$ cat src/rtl/pico_pkg.sv
`default_nettype none
// ============================================================================
//  Module      : pico_pkg
//  Description : Shared opcode/state enums and instruction field positions
//                for the picoMips sequencer.
//  Revision    : 1.0 - initial release
// ============================================================================
package pico_pkg;

    typedef enum logic [2:0] {
        OP_ADD = 3'd0,
        OP_SUB = 3'd1,
        OP_MUL = 3'd2,
        OP_LI  = 3'd3,
        OP_HEN = 3'd4,
        OP_HEQ = 3'd5,
        OP_J   = 3'd6,
        OP_ILL = 3'd7
    } op_e;

    typedef enum logic [2:0] {
        ST_FETCH    = 3'd0,
        ST_EXEC     = 3'd1,
        ST_MUL_WAIT = 3'd2,
        ST_WB       = 3'd3,
        ST_HS_WAIT  = 3'd4
    } state_e;

    localparam int c_FUNC_LSB = 0;
    localparam int c_FUNC_W   = 3;
    localparam int c_RD_LSB   = 3;
    localparam int c_RD_W     = 4;
    localparam int c_RS_LSB   = 7;
    localparam int c_RS_W     = 4;
    localparam int c_IMM_LSB  = 7;
    localparam int c_IMM_W    = 8;
    localparam int c_JT_LSB   = 3;

endpackage
`default_nettype wire

$ cat src/rtl/pico_sequencer_if.sv
`default_nettype none
// ============================================================================
//  Module      : pico_sequencer_if
//  Description : Program-memory fetch and datapath control bundle between
//                the sequencer (master) and memory/register file (slave).
//  Revision    : 1.0 - initial release
// ============================================================================
interface pico_sequencer_if #(
    parameter int PC_W = 4
);
    import pico_pkg::*;

    logic [15:0]            instr;
    logic [PC_W-1:0]        pc;
    logic [c_FUNC_W-1:0]    alu_func;
    logic [c_RD_W-1:0]      rd_addr;
    logic [c_RS_W-1:0]      rs_addr;
    logic [c_IMM_W-1:0]     imm;
    logic                   rd_we;

    modport master (
        input  instr,
        output pc, alu_func, rd_addr, rs_addr, imm, rd_we
    );

    modport slave (
        output instr,
        input  pc, alu_func, rd_addr, rs_addr, imm, rd_we
    );
endinterface
`default_nettype wire

$ cat src/rtl/pico_sync2.sv
`default_nettype none
// ============================================================================
//  Module      : pico_sync2
//  Description : Two-flop synchroniser for raw switch inputs, resets to 0.
//  Revision    : 1.0 - initial release
// ============================================================================
module pico_sync2 (
    input  wire logic Clock,
    input  wire logic nReset,
    input  wire logic d,
    output logic      q
);
    logic r_meta;
    logic r_sync;

    always_ff @(posedge Clock or negedge nReset) begin
        if (!nReset) begin
            r_meta <= 1'b0;
            r_sync <= 1'b0;
        end else begin
            r_meta <= d;
            r_sync <= r_meta;
        end
    end

    assign q = r_sync;
endmodule
`default_nettype wire

$ cat src/rtl/pico_sequencer.sv
`default_nettype none
// ============================================================================
//  Module      : pico_sequencer
//  Description : Multi-cycle control FSM for the picoMips core. Optional
//                single-step mode enabled by defining PICO_STEP_EN.
//  Revision    : 1.0 - initial release
// ============================================================================
module pico_sequencer
    import pico_pkg::*;
#(
    parameter int PC_W       = 4,
    parameter int MUL_CYCLES = 2
) (
    input  wire logic         Clock,
    input  wire logic         nReset,
    input  wire logic         sw_hs,
`ifdef PICO_STEP_EN
    input  wire logic         step_req,
`endif
    pico_sequencer_if.master  bus,
    output logic              halted,
    output logic              illegal
);

    localparam int                 c_CNT_W    = (MUL_CYCLES > 2) ? $clog2(MUL_CYCLES) : 1;
    localparam logic [c_CNT_W-1:0] c_CNT_LOAD = (MUL_CYCLES > 0) ? c_CNT_W'(MUL_CYCLES - 1) : '0;

    state_e             r_state;
    state_e             w_state_nxt;
    logic [PC_W-1:0]    r_pc;
    logic [PC_W-1:0]    w_pc_nxt;
    logic [PC_W-1:0]    w_pc_inc;
    logic [15:0]        r_ir;
    logic               w_ir_load;
    logic [c_CNT_W-1:0] r_cnt;
    logic [c_CNT_W-1:0] w_cnt_nxt;
    logic               r_illegal;
    logic               w_ill_set;
    logic               w_sw_s;
    logic               w_step_go;
    op_e                w_op;
    logic               w_unused_ir;

    pico_sync2 u_sync_hs (
        .Clock  (Clock),
        .nReset (nReset),
        .d      (sw_hs),
        .q      (w_sw_s)
    );

`ifdef PICO_STEP_EN
    logic w_step_s;
    logic r_step_d;

    pico_sync2 u_sync_step (
        .Clock  (Clock),
        .nReset (nReset),
        .d      (step_req),
        .q      (w_step_s)
    );

    always_ff @(posedge Clock or negedge nReset) begin
        if (!nReset) r_step_d <= 1'b0;
        else         r_step_d <= w_step_s;
    end

    // One synchronised rising edge releases exactly one instruction.
    assign w_step_go = w_step_s & ~r_step_d;
`else
    assign w_step_go = 1'b1;
`endif

    assign w_op        = op_e'(r_ir[c_FUNC_LSB +: c_FUNC_W]);
    assign w_pc_inc    = r_pc + 1'b1;
    assign w_unused_ir = r_ir[15];

    always_ff @(posedge Clock or negedge nReset) begin
        if (!nReset) begin
            r_state   <= ST_FETCH;
            r_pc      <= '0;
            r_ir      <= '0;
            r_cnt     <= '0;
            r_illegal <= 1'b0;
        end else begin
            r_state <= w_state_nxt;
            r_pc    <= w_pc_nxt;
            r_cnt   <= w_cnt_nxt;
            if (w_ir_load) r_ir      <= bus.instr;
            if (w_ill_set) r_illegal <= 1'b1;
        end
    end

    always_comb begin
        w_state_nxt = r_state;
        w_pc_nxt    = r_pc;
        w_cnt_nxt   = r_cnt;
        w_ir_load   = 1'b0;
        w_ill_set   = 1'b0;
        case (r_state)
            ST_FETCH: begin
                if (w_step_go) begin
                    w_ir_load   = 1'b1;
                    w_state_nxt = ST_EXEC;
                end
            end
            ST_EXEC: begin
                case (w_op)
                    OP_ADD, OP_SUB, OP_LI: w_state_nxt = ST_WB;
                    OP_MUL: begin
                        if (MUL_CYCLES > 0) begin
                            w_state_nxt = ST_MUL_WAIT;
                            w_cnt_nxt   = c_CNT_LOAD;
                        end else begin
                            w_state_nxt = ST_WB;
                        end
                    end
                    // Target bits beyond PC_W are dropped by the slice.
                    OP_J: begin
                        w_pc_nxt    = r_ir[c_JT_LSB +: PC_W];
                        w_state_nxt = ST_FETCH;
                    end
                    OP_HEN, OP_HEQ: w_state_nxt = ST_HS_WAIT;
                    default: begin
                        w_pc_nxt    = w_pc_inc;
                        w_ill_set   = 1'b1;
                        w_state_nxt = ST_FETCH;
                    end
                endcase
            end
            ST_MUL_WAIT: begin
                if (r_cnt == '0) w_state_nxt = ST_WB;
                else             w_cnt_nxt   = r_cnt - 1'b1;
            end
            ST_WB: begin
                w_pc_nxt    = w_pc_inc;
                w_state_nxt = ST_FETCH;
            end
            ST_HS_WAIT: begin
                // HEN releases on switch high, HEQ on switch low.
                if (w_sw_s == (w_op == OP_HEN)) begin
                    w_pc_nxt    = w_pc_inc;
                    w_state_nxt = ST_FETCH;
                end
            end
            default: w_state_nxt = ST_FETCH;
        endcase
    end

    assign bus.pc       = r_pc;
    assign bus.alu_func = r_ir[c_FUNC_LSB +: c_FUNC_W];
    assign bus.rd_addr  = r_ir[c_RD_LSB   +: c_RD_W];
    assign bus.rs_addr  = r_ir[c_RS_LSB   +: c_RS_W];
    assign bus.imm      = r_ir[c_IMM_LSB  +: c_IMM_W];
    assign bus.rd_we    = (r_state == ST_WB);
    assign halted       = (r_state == ST_HS_WAIT) | ((r_state == ST_FETCH) & ~w_step_go);
    assign illegal      = r_illegal;

endmodule
`default_nettype wire
$ cat src/flat_wrapper.sv
// flat-port wrapper written by rule: the top's interface ports become plain ports
module pico_sequencer_flat import pico_pkg::*;
#(
    parameter int PC_W       = 4,
    parameter int MUL_CYCLES = 2
)
  (Clock, nReset, sw_hs, halted, illegal, bus_instr, bus_pc, bus_alu_func, bus_rd_addr, bus_rs_addr, bus_imm, bus_rd_we);
  pico_sequencer_if #(.PC_W(PC_W)) bus_i ();
  input  wire logic Clock;
  input  wire logic nReset;
  input  wire logic sw_hs;
  output logic halted;
  output logic illegal;
  input wire logic [$bits(bus_i.instr)-1:0] bus_instr;
  output wire logic [$bits(bus_i.pc)-1:0] bus_pc;
  output wire logic [$bits(bus_i.alu_func)-1:0] bus_alu_func;
  output wire logic [$bits(bus_i.rd_addr)-1:0] bus_rd_addr;
  output wire logic [$bits(bus_i.rs_addr)-1:0] bus_rs_addr;
  output wire logic [$bits(bus_i.imm)-1:0] bus_imm;
  output wire logic [$bits(bus_i.rd_we)-1:0] bus_rd_we;
  assign bus_i.instr = bus_instr;
  assign bus_pc = bus_i.pc;
  assign bus_alu_func = bus_i.alu_func;
  assign bus_rd_addr = bus_i.rd_addr;
  assign bus_rs_addr = bus_i.rs_addr;
  assign bus_imm = bus_i.imm;
  assign bus_rd_we = bus_i.rd_we;
  pico_sequencer #(.PC_W(PC_W), .MUL_CYCLES(MUL_CYCLES)) u_core (.Clock(Clock), .nReset(nReset), .sw_hs(sw_hs), .bus(bus_i), .halted(halted), .illegal(illegal));
endmodule
$ cat config.mk
export PLATFORM = sky130hd
export DESIGN_NAME = pico_sequencer_flat
export DESIGN_NICKNAME = d
export VERILOG_FILES = /design/src/rtl/pico_pkg.sv /design/src/rtl/pico_sequencer_if.sv /design/src/rtl/pico_sync2.sv /design/src/rtl/pico_sequencer.sv /design/src/flat_wrapper.sv
export SDC_FILE = /design/constraint.sdc
export NUM_CORES = 1
export LEC_CHECK = 0
export ABC_AREA = 1
export CORE_ASPECT_RATIO = 1.2
export CORE_UTILIZATION = 35
export CTS_CLUSTER_DIAMETER = 150
export CTS_CLUSTER_SIZE = 12
export DETAILED_ROUTE_END_ITERATION = 8
export PLACE_DENSITY_LB_ADDON = 0.3
export SYNTH_ARGS = -nofsm -noshare
export SYNTH_HDL_FRONTEND = slang
export SYNTH_SLANG_ARGS = --single-unit
$ cat constraint.sdc
create_clock -name Clock -period 1.38 [get_ports Clock]
set_clock_uncertainty 0.05 [all_clocks]
set_input_delay 0.276 -clock Clock [delete_from_list [all_inputs] [get_ports Clock]]
set_output_delay 0.276 -clock Clock [all_outputs]
set_load 0.02 [all_outputs]
==> summary.txt <==
Routing
  – Detailed Route Iter0 Violations: 21
  – DRT Wirelength: 2870 µm
  – Wirelength per Cell: 12.1 µm
  – Routed vias: 1118
  – DRC errors left: 1
  – Via density: 4.74
  – DR pass1 iterations: 6
  – Post-DRT Antenna Nets: 0

Synth
  – Proportion of synthesized area in mux cells: 0.130
  – Simple-Gate Fraction of Synth Area: 0.237
  – Synth top area share: 0.502
  – Largest family of logic cells by synthesized area: simple AND/OR/NAND/NOR gates
  – Post-synthesis instance area: 0.00129 mm²
  – Synth Area in Compound Gates: 0.0454
  – #FFs+latches synth: 26
  – Largest area contributor in the netlist: dfrtp_1
  – Post-synthesis sequential area ratio: 0.502
  – Top post-synthesis cells by area: dfrtp_1, nand2_1, mux2_4, mux2_2, inv_1
  – Post-Syn Nets: 160
  – Yosys warning count: 0
  – Syn Area/Cell: 9.25 µm²
  – XOR/XNOR Fraction of Synth Area: 0
  – Synth Area in Adders: 0.00966
  – Post-Syn Instances: 140
  – Synth unique cells: 21

Timing
  – Crit path setup slack, layout: -0.0130 ns
  – Final setup viols: 2
  – Max-slew violation count: 0
  – Post-route minimum period: 1.39 ns
  – Final setup TNS: -0.0243 ns
  – Tightest Pin Transition: 0.248 ns
  – Final Hold Viols: 0
  – Worst slew margin relative to its limit: 0.834
  – RSZ-0062 raised after global routing: yes
  – F_max: 0.718 GHz
  – Fin crit share: 1.01
  – Hold WS: 0.292 ns

Finish
  – Leading cell type in the layout, fill and taps excluded: nand2_1
  – Fillers: 300
  – Layout cells sized above 1: 0.317
  – N_diodes: 0
  – Nets: 220
  – Synth-to-Final Area Change: 53.8%
  – Layout Utilization: 0.582
  – Commonest cells after routing, fill and taps aside: nand2_1, dfrtp_1, dlygate4sd2_1
  – Post-route cell area: 0.00199 mm²

Power and ir drop
  – Pwr dens: 2480 mW/mm²
  – Reg power frac: 0.277
  – Clock share of power: 0.100
  – Internal power: 0.00279 W
  – Switching share of total power: 0.435
  – Combinational share of power: 0.623
  – Switch Pwr: 0.00215 W
  – Pwr Total: 0.00495 W
  – Static Leak: 0.973 nW
  – Maximum vdd drop: 1.09 mV

Global routing
  – Global-route wire length before repair: 4530 µm
  – Grt ovf: 0
  – Largest net degree at the start of global routing: 27
  – Vias in the first global route: 1130
  – Total GRT Usage: 0.153
  – Initial antenna violation count: 0

Min path
  – Hold WC Path Type: in2async

Die
  – CORE AREA: 0.00342 mm²
  – Die H: 68.6 µm
  – Initial core utilization: 0.378
  – Row cnt: 23
  – Ports: 45
  – Die area: 0.00395 mm²
  – Die width: 57.5 µm

CTS
  – Longest Clk Path Bufs: 2
  – Clock sinks: 26
  – Worst skew pair latency: 0.27 ns
  – Root Buffer: clkbuf_8
  – H-tree level count: 1
  – CTS tree: done
  – CTS buffer count: 3
  – Clk slew on worst S/H paths: 0.09 ns

Critical path
  – Critical path class: reg2out
  – Startpoint types: flop
  – Crit path DAT: 1.07 ns
  – Worst-path maximum fanout: 4
  – Reg2reg path depth: 4
  – CP Capture Type: primary output
  – Req. time, crit path: 1.05 ns

Placed design
  – Port bufs: 43
  – GP Congestion: 0.775
  – DP Wirelength: 2080 µm
  – Dpl cell area: 0.00185 mm²

Job
  – MaxCap Viol Count: 0

Status
  – Status: finished, violations left
  – Violations in the final reports: DRC, setup timing
[flip-flops by register name (all words and copies together) (netlist names)]
| register | cells |
|---|---|
| u_core.u_sync_hs.r_meta | 1 |
| u_core.r_ir | 15 |
| u_core.u_sync_hs.q | 1 |
| u_core.r_state | 3 |
| u_core.r_cnt | 1 |
| u_core.bus.pc | 4 |
| u_core.illegal | 1 |
[routing by layer]
layer	routed length (µm)	vias up	GRT usage	share of wire
met5	0	-	0	0
met2	1520	35	0.298	0.53
met4	30	0	0.0579	0.010
met3	159	3	0.0392	0.055
li1	-	560	-	-
met1	1150	520	0.156	0.40
[power by group through the flow]
stage          clock network [W]  registers [W]  logic (W)
2_1_floorplan                  0        0.00173    0.00152
3_3_place_gp                   0        0.00134    0.00298
3_5_place_dp                   0        0.00136    0.00304
4_1_cts                 0.000504        0.00135    0.00285
5_1_grt                 0.000553        0.00142    0.00337
6_report                0.000496        0.00137    0.00308
[per-stage QoR]
stage	setup slack (ns)	instances
6_report	-0.0130	236
3_5_place_dp	-0.158	229
5_1_grt	-0.0750	236
2_1_floorplan	0.0462	140
4_1_cts	-0.000582	234
3_3_place_gp	-0.139	229
[path summary, 6_finish.rpt]
path,startpoint,to,slack (ns)
worst max-delay path,u_core.r_state[2],bus_rd_we,-0.01
max in group asynchronous,nReset,u_core.r_state[0],0.83
worst min-delay path,nReset,u_core.r_ir[6],0.29
worst max register to register,u_core.r_state[2],u_core.r_ir[12],0
min in group Clock,u_core.u_sync_hs.r_meta,u_core.u_sync_hs.q,0.31
worst min register to register,u_core.u_sync_hs.r_meta,u_core.u_sync_hs.q,0.31
[critical path: stages (launching register included)]
cell,delay (ns)
dfrtp_2,0.46
inv_2,0.08
nand3_2,0.09
inv_2,0.07
buf_6,0.10
[repair_timing]
| action | in CTS | in global routing |
|---|---|---|
| endpoints found under the hold margin | 0 | 0 |
| setup endpoints to repair | 43 | 20 |
| hold buffers | 0 | 0 |
| setup buffers | 1 | 2 |
| resized for setup | 36 | 31 |
| pin swaps | 1 | 7 |
[cell usage after synthesis]
master and count:
a21oi_1 3, o21bai_1 2, nand4_1 2, nand2_2 2, dfrtp_1 26, nor2_1 11, nand2_4 1, a22o_1 1
inv_1 12, mux2_4 6, ha_1 1, nand2_1 44, mux2_2 7, buf_4 5, nand3_1 7, o21ai_0 4
buf_6 1, nor3_1 1, nor2_4 1, inv_2 1, nor2_2 2
[final cells by class]
class	instances	area [µm²]	share of cell area
flip-flops and latches	26	653	0.328
repair buffers	61	567	0.285
clock buffers	4	55.1	0.0276
inverters	13	51.3	0.0258
multi-input cells	95	619	0.311
well taps	37	46.3	0.0232
[logic make-up after synthesis]
logic type	count (synthesis)
buf+inv	19
flops	26
simple gates	71
fa+ha+maj	1
compound gates	10
mux	13
Power figures use the tool's default switching activity.
